`config.mk`:
```
export PLATFORM = sky130hd
export DESIGN_NAME = pipe_stage_buf
export DESIGN_NICKNAME = d
export VERILOG_FILES = /design/src/rtl/pipe_stage_buf.sv
export SDC_FILE = /design/constraint.sdc
export NUM_CORES = 1
export LEC_CHECK = 0
export ABC_AREA = 1
export CAP_MARGIN = 20
export CORE_ASPECT_RATIO = 0.9
export CORE_UTILIZATION = 35
export CTS_BUF_LIST = sky130_fd_sc_hd__clkbuf_16
export DETAILED_ROUTE_END_ITERATION = 8
export GPL_TIMING_DRIVEN = 1
export PLACE_DENSITY = 0.7
export SETUP_SLACK_MARGIN = 0.5
export SLEW_MARGIN = 20
export SYNTH_ARGS = -nofsm -noshare
export SYNTH_HDL_FRONTEND = slang
export SYNTH_SLANG_ARGS = --single-unit
```
`constraint.sdc`:
```
create_clock -name clk -period 1.31 [get_ports clk]
set_input_delay 0.262 -clock clk [delete_from_list [all_inputs] [get_ports clk]]
set_output_delay 0.262 -clock clk [all_outputs]
set_load 0.005 [all_outputs]
```
`src/rtl/pipe_stage_buf.sv`:
```
// Generic pipeline-stage register with valid/ready handshake, flush and saturating stall counter.
// State updates on the falling clock edge. Define PIPE_BUF_SKID_EN for the 2-entry skid variant with registered o_ready.
module pipe_stage_buf #(
  parameter int                DATA_W  = 32,
  parameter int                CNT_W   = 16,
  parameter logic [DATA_W-1:0] RST_VAL = '0
) (
  input  logic              clk,
  input  logic              rst,
  input  logic              i_flush,
  input  logic              i_valid,
  output logic              o_ready,
  input  logic [DATA_W-1:0] i_data,
  output logic              o_valid,
  input  logic              i_ready,
  output logic [DATA_W-1:0] o_data,
  output logic [CNT_W-1:0]  o_stall_cnt
);

  logic              w_accept;
  logic              w_drain;
  logic [DATA_W-1:0] r_data;
  logic [CNT_W-1:0]  r_stall_cnt;

  assign w_accept    = i_valid & o_ready;
  assign w_drain     = o_valid & i_ready;
  assign o_data      = r_data;
  assign o_stall_cnt = r_stall_cnt;

`ifdef PIPE_BUF_SKID_EN
  typedef enum logic [1:0] {
    ST_EMPTY = 2'd0,
    ST_ONE   = 2'd1,
    ST_TWO   = 2'd2
  } state_t;

  state_t            r_state;
  state_t            w_state_nxt;
  logic [DATA_W-1:0] r_skid_data;
  logic              w_load_main;
  logic              w_load_skid;
  logic              w_skid_to_main;

  // o_ready depends only on the state register, breaking the i_ready path upstream
  assign o_valid = (r_state != ST_EMPTY);
  assign o_ready = (r_state != ST_TWO);

  always_comb begin
    w_state_nxt    = r_state;
    w_load_main    = 1'b0;
    w_load_skid    = 1'b0;
    w_skid_to_main = 1'b0;
    case (r_state)
      ST_EMPTY: begin
        if (w_accept) begin
          w_state_nxt = ST_ONE;
          w_load_main = 1'b1;
        end
      end
      ST_ONE: begin
        if (w_accept && !w_drain) begin
          w_state_nxt = ST_TWO;
          w_load_skid = 1'b1;
        end else if (w_accept && w_drain) begin
          w_load_main = 1'b1;
        end else if (w_drain) begin
          w_state_nxt = ST_EMPTY;
        end
      end
      ST_TWO: begin
        if (w_drain) begin
          w_state_nxt    = ST_ONE;
          w_skid_to_main = 1'b1;
        end
      end
      default: w_state_nxt = ST_EMPTY;
    endcase
  end

  always_ff @(negedge clk) begin
    if (rst || i_flush) begin
      r_state     <= ST_EMPTY;
      r_data      <= RST_VAL;
      r_skid_data <= RST_VAL;
    end else begin
      r_state <= w_state_nxt;
      if (w_load_main)
        r_data <= i_data;
      else if (w_skid_to_main)
        r_data <= r_skid_data;
      if (w_load_skid)
        r_skid_data <= i_data;
    end
  end
`else
  typedef enum logic {
    ST_EMPTY = 1'b0,
    ST_FULL  = 1'b1
  } state_t;

  state_t r_state;
  state_t w_state_nxt;
  logic   w_load_main;

  assign o_valid = (r_state == ST_FULL);
  assign o_ready = ~o_valid | i_ready;

  always_comb begin
    w_state_nxt = r_state;
    w_load_main = 1'b0;
    case (r_state)
      ST_EMPTY: begin
        if (w_accept) begin
          w_state_nxt = ST_FULL;
          w_load_main = 1'b1;
        end
      end
      ST_FULL: begin
        if (w_accept) begin
          w_load_main = 1'b1;
        end else if (w_drain) begin
          w_state_nxt = ST_EMPTY;
        end
      end
      default: w_state_nxt = ST_EMPTY;
    endcase
  end

  always_ff @(negedge clk) begin
    if (rst || i_flush) begin
      r_state <= ST_EMPTY;
      r_data  <= RST_VAL;
    end else begin
      r_state <= w_state_nxt;
      if (w_load_main)
        r_data <= i_data;
    end
  end
`endif

  // flush leaves the counter alone; only rst clears it
  always_ff @(negedge clk) begin
    if (rst)
      r_stall_cnt <= '0;
    else if (!i_flush && o_valid && !i_ready && (r_stall_cnt != {CNT_W{1'b1}}))
      r_stall_cnt <= r_stall_cnt + CNT_W'(1);
  end

endmodule

```
Word-level counts from Yosys, hierarchy flattened. Index checks and enable logic that the tools add are counted.

Register bits: 49. Bits of input ports: 37. Output and inout port bits: 50. Logic and storage cells: 19.

Add/sub/neg operators: 1. Eq/ne operators: 1. Muxes and demuxes: 4. Bitwise operators: 4. Reductions and logical operators: 6.

Operators with widths (count): $add 16x1->16 const B (1); $ne 16x16->1 const B (1); $logic_and 1x1->1 (3); $mux 1 (3); $and 1x1->1 (2); $logic_not 1->1 (2); $pmux 1 s2 (1); $logic_or 1x1->1 (1); $not 1->1 (1); $or 1x1->1 (1).

Logic depth before layout (Yosys ltp).
Depth after elaboration: 5. Depth in mapped cells: 10. Gate-level depth less buffers: 10.

==> PnR_summary.wiki <==
{| class="wikitable"
! Metric !! Value
|-
| Maximum fanout encountered on the critical timing path || 2
|-
| Most common library cell in the layout ignoring fill and taps || sky130_fd_sc_hd__nand2_1
|-
| Share of cell area taken by muxes after synthesis || 0
|-
| I/O pin total || 87
|-
| Layout Utilization || 0.790
|-
| Number of nets in the synthesized netlist || 351
|-
| Area of the core region || 5790 µm²
|-
| Power density normalized to cell area || 906 nW/µm²
|-
| Final-layout fill cell count || 382
|-
| Finish-stage setup viols || 98
|-
| Clock slew seen by the registers of the worst setup and hold paths || 0.04 ns
|-
| Required time worst endpoint || 1.05 ns
|-
| Synthesized-area fraction occupied by ao, oa, aoi and oai cells || 0.103
|-
| H-Tree Depth || 2
|-
| Most frequent cell on the critical path || sky130_fd_sc_hd__inv_2
|-
| Simple-gate portion of the synthesized area || 0.351
|-
| Post-synth EDFFs || 0
|-
| Highest-delay cell along the critical path || sky130_fd_sc_hd__dfxtp_2
|-
| Number of endpoints with negative hold slack in the final report || 0
|-
| Mean instance size in the synthesized netlist || 6.85 µm²
|-
| Clock Skews || 0.0236 ns
|-
| Signal arrival time at the worst endpoint || 1.68 ns
|-
| Setup slack after layout || -0.636 ns
|-
| Area share of xor/xnor cells in the synthesized design || 0.0123
|-
| Clock buffers created by TritonCTS || 5
|-
| Wire length per cell || 16.4 µm
|-
| Number of buffer cells added on primary ports || 86
|-
| Root buf cell || sky130_fd_sc_hd__clkbuf_16
|-
| Startpoint of the most critical register-to-register path || o_stall_cnt[1]
|-
| Global router's overall resource usage || 0.258
|-
| Number of violations of the max-capacitance limit || 0
|-
| Initial antenna violation count || 0
|-
| Run status || finished, violations left
|-
| Share of final-layout standard cells stronger than drive strength 1 || 0.526
|-
| Netlist Area Pre-Place || 2140 µm²
|-
| Insertion delay of the later-clocked pin in the worst-skew pair || 0.39 ns
|-
| # diodes || 0
|-
| Via Count || 3,010
|-
| Leak Pwr || 2.24 nW
|-
| Dominant combinational cell family by area after synthesis || simple AND/OR/NAND/NOR gates
|-
| Effective utilization at floorplan || 0.370
|-
| Fin nets || 560
|-
| Congestion Overflow GR || 0
|-
| Std-Cell Rows || 26
|-
| Maximum number of pins on one net before global-route repair || 17
|-
| Final antenna-violating net count || 0
|-
| Adder-cell share of the synthesized area || 0.00583
|-
| Prevailing post-synth register cell || sky130_fd_sc_hd__dfxtp_1
|-
| Endpoint type of the worst setup path || primary output
|-
| Largest buffer count on any clock path || 2
|-
| Die Span Y || 76.3 µm
|-
| Number of design-rule violations left by the first detailed-router iteration || 217
|-
| Placer congestion estimate || 0.932
|-
| Post-DP HPWL || 4550 µm
|-
| Sink count of the clock tree || 49
|-
| Tightest hold margin || 0.454 ns
|-
| Proportion of synthesized chip area in sequential cells || 0.457
|-
| Global-route wire length before repair || 13,200 µm
|-
| Total of warnings raised by yosys || 0
|-
| DRC || 11
|-
| DRT Pass-1 Iters || 6
|-
| Setup CP Type || reg -> out
|-
| Kind of path behind the tightest hold check || reg -> reg
|-
| Number of cells produced by synthesis || 313
|-
| Filler-free cell count of the finished design || 593
|-
| Failing checks || design-rule violations, negative setup slack
|-
| Unrepaired setup endpoints after global routing || yes
|-
| Transition time at the pin with the least slew margin || 0.289 ns
|-
| Overall routed net length || 9750 µm
|-
| CTS tree || done
|-
| Beginning of the worst hold path || o_data[30]
|-
| Worst relative slew slack || 0.807
|-
| Worst ir drop on vdd || 976 µV
|-
| CP Launch Type || flip-flop
|-
| Crit. Startpoint || o_valid
|-
| Number of distinct library cells after synthesis || 22
|-
| Cell-by-cell trace of the critical path || inv_2 -> nor2_4 -> inv_2 -> buf_6
|-
| Area occupied by registers || 1050 µm²
|-
| Area Growth Syn to Fin || 113%
|-
| Max Transition Viols Final || 0
|-
| Number of instances in the placed design || 494
|-
| Share of async-settable or async-resettable flops after synthesis || 0
|-
| Multi-input combinational cell area || 1390 µm²
|-
| Horizontal die dimension || 84.5 µm
|-
| Top library cells by usage in the layout, fill and taps aside || 79 x sky130_fd_sc_hd__nand2_1, 65 x sky130_fd_sc_hd__inv_1, 53 x sky130_fd_sc_hd__buf_4
|-
| Largest stage delay, worst path || 0.32 ns
|-
| #FFs+latches synth || 49
|-
| Vias in the first global route || 2,954
|-
| Routed vias/inst || 5.08
|-
| DIE AREA || 6440 µm²
|}
-- state kept, by name, summed over array words and instances (netlist names) --
register     count
o_valid          1
o_data          32
o_stall_cnt     16
-- kinds of logic (layout without fill, tap and decap cells) --
logic type | Yosys count | in the layout
AOI/OAI and AO/OA | 44 | 44
adders and majority gates | 1 | 1
xor gates and xnor gates | 3 | 3
buffers and inverters | 36 | 245
DFF | 49 | 49
and+or+nand+nor | 180 | 181
-- path summary, 6_finish.rpt --
check | to | slack [ns] | cells past startpoint
worst max-delay path | o_ready | -0.64 | 4
worst min-delay path | o_data[30] | 0.45 | 2
worst max register to register | o_stall_cnt[14] | -0.45 | 11
worst min register to register | o_data[30] | 0.45 | 2
-- power breakdown --
group,internal [W],total [W],switching [W]
clock,0.000909,0.00196,0.00105
combinational,0.000357,0.000626,0.000270
sequential,0.00154,0.00156,0.0000221
-- area by class of cell --
cell class / count / share of cell area
clock inverters: 52 / 0.0446
repair buffers: 164 / 0.350
clock buffers: 5 / 0.0274
flip-flops and latches: 49 / 0.229
well taps: 70 / 0.0191
multi-input cells: 229 / 0.304
inverters: 24 / 0.0254
-- synthesized netlist by cell type (3+ instances only) --
| cell type | instances | area share |
|---|---|---|
| sky130_fd_sc_hd__a21oi_1 | 42 | 0.098 |
| sky130_fd_sc_hd__buf_2 | 4 | 0.0093 |
| sky130_fd_sc_hd__clkbuf_1 | 5 | 0.0088 |
| sky130_fd_sc_hd__dfxtp_1 | 49 | 0.46 |
| sky130_fd_sc_hd__inv_1 | 24 | 0.042 |
| sky130_fd_sc_hd__nand2_1 | 108 | 0.19 |
| sky130_fd_sc_hd__nand2_2 | 6 | 0.018 |
| sky130_fd_sc_hd__nand3_1 | 12 | 0.028 |
| sky130_fd_sc_hd__nand4_1 | 4 | 0.012 |
| sky130_fd_sc_hd__nor2_1 | 41 | 0.072 |
| sky130_fd_sc_hd__nor3_1 | 3 | 0.0070 |
-- what timing repair did --
action,4_1_cts,5_1_grt
cloned,7,1
pin swaps,19,19
gates resized for setup,286,71
setup endpoints to repair,99,99
buffers inserted,16,19
hold buffers,0,0
endpoints found under the hold margin,0,0
-- critical path, delay by kind of cell, from the launching register on --
kind,cells,cell delay (ns)
buffers and inverters,3,0.23
and+or+nand+nor,1,0.11
DFF,1,0.32
-- per-layer routing --
layer / vias up / global-route usage / wire length (µm)
met1: 1424 / 0.278 / 3870
met4: 0 / 0.119 / 262
met2: 149 / 0.463 / 5050
met3: 29 / 0.0726 / 570
li1: 1408 / - / -
met5: - / 0 / 0
-- stage by stage --
stage / TNS, ns / setup slack (ns) / power, W / cell area (µm²)
2_1_floorplan: -14.26 / -0.313 / 0.00194 / 2280
3_3_place_gp: -61.53 / -0.861 / 0.00216 / 3460
3_5_place_dp: -62.60 / -0.899 / 0.00217 / 3460
4_1_cts: -43.30 / -0.588 / 0.00401 / 4110
5_1_grt: -49.88 / -0.678 / 0.00441 / 4570
6_report: -46.80 / -0.636 / 0.00414 / 4570
Power figures use the tool's default switching activity.
